$ cat config.mk
export PLATFORM = sky130hd
export DESIGN_NAME = bus_capture_fifo
export DESIGN_NICKNAME = d
export VERILOG_FILES = /design/src/rtl/bus_capture_fifo.sv
export SDC_FILE = /design/constraint.sdc
export NUM_CORES = 1
export LEC_CHECK = 0
export ABC_AREA = 1
export CORE_ASPECT_RATIO = 0.5
export CORE_MARGIN = 2
export CORE_UTILIZATION = 45
export CTS_CLUSTER_DIAMETER = 120
export CTS_CLUSTER_SIZE = 12
export DETAILED_ROUTE_END_ITERATION = 6
export GPL_TIMING_DRIVEN = 0
export PLACE_DENSITY = 0.72
export RECOVER_POWER = 100
export SLEW_MARGIN = 20
export SYNTH_ARGS = -nofsm -noshare
export SYNTH_HDL_FRONTEND = slang
export SYNTH_SLANG_ARGS = --single-unit
$ cat constraint.sdc
create_clock -name CLK -period 3.7 [get_ports CLK]
set_input_delay 0.925 -clock CLK [delete_from_list [all_inputs] [get_ports CLK]]
set_output_delay 0.925 -clock CLK [all_outputs]
set_load 0.05 [all_outputs]
$ cat src/rtl/bus_capture_fifo.sv
// bus_capture_fifo
//   Reader end of the shared tristate byte bus. Each falling strobe (STB_N
//   high->low) captures BUS into a small FIFO. The FIFO is drained by a
//   downstream consumer over a valid/ready handshake. A capture that finds
//   the FIFO full, with no pop in the same cycle, is dropped and sets the
//   sticky OVF flag.
//
// Ports
//   CLK      system clock, rising edge
//   RESET_N  asynchronous active-low reset
//   BUS      shared bus (pull-up terminated, so undriven bits read as 1)
//   STB_N    active-low strobe, synchronous to CLK
//   DOUT     head-of-FIFO word (combinational from storage)
//   DVALID   DOUT valid (COUNT != 0)
//   DREADY   consumer takes DOUT this cycle
//   COUNT    words held, 0..DEPTH
//   FULL     COUNT == DEPTH
//   EMPTY    COUNT == 0
//   OVF      sticky overflow flag
//   OVF_CLR  synchronous clear for OVF (a same-cycle set wins)
module bus_capture_fifo #(
  parameter int WIDTH   = 8,
  parameter int DEPTH   = 4,
  parameter int COUNT_W = 3
) (
  input  logic               CLK,
  input  logic               RESET_N,
  input  logic [WIDTH-1:0]   BUS,
  input  logic               STB_N,
  output logic [WIDTH-1:0]   DOUT,
  output logic               DVALID,
  input  logic               DREADY,
  output logic [COUNT_W-1:0] COUNT,
  output logic               FULL,
  output logic               EMPTY,
  output logic               OVF,
  input  logic               OVF_CLR
);

  localparam int PTR_W = (DEPTH > 1) ? $clog2(DEPTH) : 1;

  logic [DEPTH-1:0][WIDTH-1:0] mem_q, mem_d;
  logic [PTR_W-1:0]            wptr_q, wptr_d;
  logic [PTR_W-1:0]            rptr_q, rptr_d;
  logic [COUNT_W-1:0]          count_q, count_d;
  logic                        stb_hist_q, stb_hist_d;
  logic                        ovf_q, ovf_d;

  logic full, empty, capture, pop, push, drop;

  always_comb begin
    full    = (count_q == COUNT_W'(DEPTH));
    empty   = (count_q == '0);
    // Edge detect: the history flop resets to 0, so a strobe already low at
    // reset release has to go high and fall again before it is captured.
    capture = ~STB_N & stb_hist_q;
    pop     = ~empty & DREADY;
    // When full, a pop in the same cycle frees the slot the push lands in.
    push    = capture & (~full | pop);
    drop    = capture & full & ~pop;
  end

  always_comb begin
    mem_d      = mem_q;
    wptr_d     = wptr_q;
    rptr_d     = rptr_q;
    count_d    = count_q;
    stb_hist_d = STB_N;
    ovf_d      = ovf_q;

    if (push) begin
      mem_d[wptr_q] = BUS;
      wptr_d        = wptr_q + PTR_W'(1);
    end
    if (pop) rptr_d = rptr_q + PTR_W'(1);

    unique case ({push, pop})
      2'b10:   count_d = count_q + COUNT_W'(1);
      2'b01:   count_d = count_q - COUNT_W'(1);
      default: count_d = count_q;
    endcase

    // Set has priority over clear so that no overflow goes unreported.
    if (drop)         ovf_d = 1'b1;
    else if (OVF_CLR) ovf_d = 1'b0;
  end

  always_ff @(posedge CLK or negedge RESET_N) begin
    if (!RESET_N) begin
      mem_q      <= '0;
      wptr_q     <= '0;
      rptr_q     <= '0;
      count_q    <= '0;
      stb_hist_q <= 1'b0;
      ovf_q      <= 1'b0;
    end else begin
      mem_q      <= mem_d;
      wptr_q     <= wptr_d;
      rptr_q     <= rptr_d;
      count_q    <= count_d;
      stb_hist_q <= stb_hist_d;
      ovf_q      <= ovf_d;
    end
  end

  assign DOUT   = mem_q[rptr_q];
  assign DVALID = ~empty;
  assign COUNT  = count_q;
  assign FULL   = full;
  assign EMPTY  = empty;
  assign OVF    = ovf_q;

endmodule

==> impl_results.md <==
* Status: completed
* Setup violators final at 0
* Clk slew on worst S/H paths at 0.08 ns
* Power per standard cell area at 1000 nW/µm²
* Longest Clk Path Bufs at 2
* Yosys top cell area share at 48.6%
* DP Cell Count at about 330
* Fillers at 403
* Clk_skew at 0.00780 ns
* Overall Global Routing Usage at 23.3%
* R2r setup slk at 1.53 ns
* Final WS setup at between 0.3 and 0.4 ns
* Maximum vdd drop at between 0.0005 and 0.0006 V
* #FFs+latches synth at 41
* Initial antenna violation count at 0
* Leading post-synthesis cells by cell area: dfrtp_1, nand2_1, nand4_1
* Met2 Usage GRT at between 30% and 40%
* Max-slew headroom at slightly above 7%
* Vias per cell at around 5.7
* Critical Path Start: rptr_q[0]
* GRT overflow at 0
* Drt pass-1 iters at 4
* Met1 global-route usage at about 34%
* Post-synth top flop: dfrtp_1
* Worst Hold End: mem_q[22]
* Worst-Margin Slew at 1.39 ns
* Core area at 4450 µm²
* Worst r2r dst: COUNT[1]
* N_diodes at 0
* Crit Reg-Reg Startpoint: stb_hist_q
* IO Port Bufs at 27
* Leakage at about 1.3 nW
* Routed WL at 5.50 mm
* CTS tree: done
* Synth async-reset ratio at between 90% and 100%
* Setup Fix Bufs, Post-CTS at 0
* Hold path depth at 2
* CP Data Required Time at 2.77 ns
* Synth Instances at ~240
* Syn nets at around 260
* Unique masters post-synth at 21
* Period utilization at 90.7%
* Nets at approximately 300
* Total number of vias at 1907
* PostCTS Resize Cnt at 0
* Hold Path Class: flip-flop to flip-flop
* Die Area at about 5300 µm²
* Slew Limit Fails at 0
* Placer congestion estimate at ~0.82
* Initial core utilization at a little under half
* Hold-fix buffers at CTS at 0
* Die Span X at 101 µm
* P&R area growth vs syn at 19.8%
* Max Clk Rate at 298 MHz
* First-pass GRT wire length at between 9 and 10 mm
* Final setup TNS at 0 ns
* HPWL after DPL at ~3.6 mm
* Worst-Skew Late Latency at around 0.3 ns
* Hold path start: mem_q[22]
* Setup CP Type: flip-flop to output pin
* Post-synth EDFFs at 0
* Fin cells at roughly 340
* Avg WL per Cell at about 16 µm
* Share of cells above drive strength 1 at 8.60%
* Max FO, Critical Path at 10
* Root buffer cell: clkbuf_8
* Met3 usage at 3.87%
* Drt drc at 0
* Hold Worst Slack at between 0.4 and 0.5 ns
* Max-Cap Viols at 0
* I/O Pins at 28
* Synthesized area per cell at slightly below 9 µm²
* Worst EP arrival at 2.43 ns
* Largest net degree at the start of global routing at 26
* Final Critical Period at about 3.4 ns
* FF-to-FF path depth at 8
* Mapped Area at roughly 2100 µm²
* Leading area contributor after synthesis: dfrtp_1
* CTS Sinks at just over 40
* Yosys warns at 0
* Initial drt markers at 188
* Vias in the first global route at ~1800
* Startpoint types: flip-flop
* Final hold violation count at 0
* Number of H-tree levels at 2
* Die Span Y at between 50 and 60 µm
* Crit. End Element: output pin
* RSZ-0062 raised after global routing: false
* Global route hottest layer: met2
* Sequential area share after synthesis at about half
* TritonCTS buffer count at 5
* Rows at 17
* Antenna Nets Post-Route at 0
* Place WS at between 0.7 and 0.8 ns
layer usage:
metal | part of all wire (%) | vias to the layer above
met3 | 8.4 | 8
met1 | 46 | 934
met2 | 45 | 77
met4 | 1.0 | 0
met5 | 0 | -
li1 | - | 888
layout by cell type, fill, tap and decap left out, drive strengths merged:
cell           synthesis  layout
nand2                 75      75
dfrtp                 41      41
nand4                 32      32
o21ai                 19      19
nor2                  18      18
dlygate4sd3            0      17
inv                   14      14
clkbuf                 0      13
buf                   16      12
clkdlybuf4s50          0       9
o22ai                  8       8
nand3                  8       8
ha                     5       5
xor2                   2       2
xnor2                  2       2
nor3                   1       1
nand3b                 1       1
fa                     1       1
bufinv                 0       1
cells in the mapped netlist, types with 2 or more instances:
| cell type | n |
|---|---|
| buf_2 | 6 |
| buf_4 | 5 |
| buf_6 | 5 |
| dfrtp_1 | 41 |
| ha_1 | 5 |
| inv_1 | 14 |
| nand2_1 | 75 |
| nand3_1 | 3 |
| nand3_2 | 4 |
| nand4_1 | 32 |
| nor2_1 | 16 |
| o21ai_0 | 19 |
| o22ai_1 | 8 |
| xnor2_1 | 2 |
| xor2_1 | 2 |
area by class of cell:
class	instances	area (µm²)	share of cell area (%)
Clock inverter	1	30.0	1.19
Sequential cell	41	1030	40.6
Multi-Input combinational cell	172	887	35.1
Buffer	16	105	4.16
Tap cell	57	71.3	2.82
Timing Repair Buffer	28	268	10.6
Inverter	14	52.6	2.08
Clock buffer	7	86.3	3.42
report_power, final:
group	switching (mW)	leakage, nW	total (mW)	internal (mW)
Combinational	0.947	0.684	1.38	0.428
Sequential	0.120	0.511	0.771	0.651
Clock	0.161	0.0585	0.381	0.220
Total	1.23	1.25	2.53	1.30
state kept, by name, summed over array words and instances, names as in the netlist:
| signal | flops |
|---|---|
| OVF | 1 |
| COUNT | 3 |
| stb_hist_q | 1 |
| rptr_q | 2 |
| mem_q | 32 |
| wptr_q | 2 |
worst max-delay path: stages (launching register included):
cell           delay [ns]
dfrtp_1              0.37
buf_4                0.17
inv_1                0.22
buf_4                0.25
nor2_1               0.06
o22ai_1              0.17
dlygate4sd3_1        0.89
stage by stage:
stage          utilization [%]  area [µm²]  power, mW
3_5_place_dp              55.5        2470       2.20
3_3_place_gp              55.1        2450       2.17
6_report                  56.8        2530       2.53
5_1_grt                   56.8        2530       2.70
4_1_cts                   58.1        2580       2.58
2_1_floorplan                -        2110       1.76
logic make-up (layout without fill, tap and decap cells):
family / count (synthesis) / count (layout) / synth area share, %
buffers and inverters: 30 / 66 / 8.36
AO/OA/AOI/OAI: 27 / 27 / 6.88
XOR/XNOR: 4 / 4 / 1.66
adder cells (fa/ha/maj): 6 / 6 / 3.91
AND/OR/NAND/NOR: 135 / 135 / 30.5
flip-flops: 41 / 41 / 48.6
how the worst max path moves through the flow:
stage | cells past startpoint | slack (ns) | end
floorplan | 2 | 0.87 | FULL
global placement | 1 | 0.65 | mem_q[27]
detailed placement | 6 | 0.72 | DOUT[3]
CTS | 6 | 0.40 | DOUT[3]
global route | 6 | 0.21 | DOUT[3]
finish | 6 | 0.34 | DOUT[6]
Power figures use the tool's default switching activity.
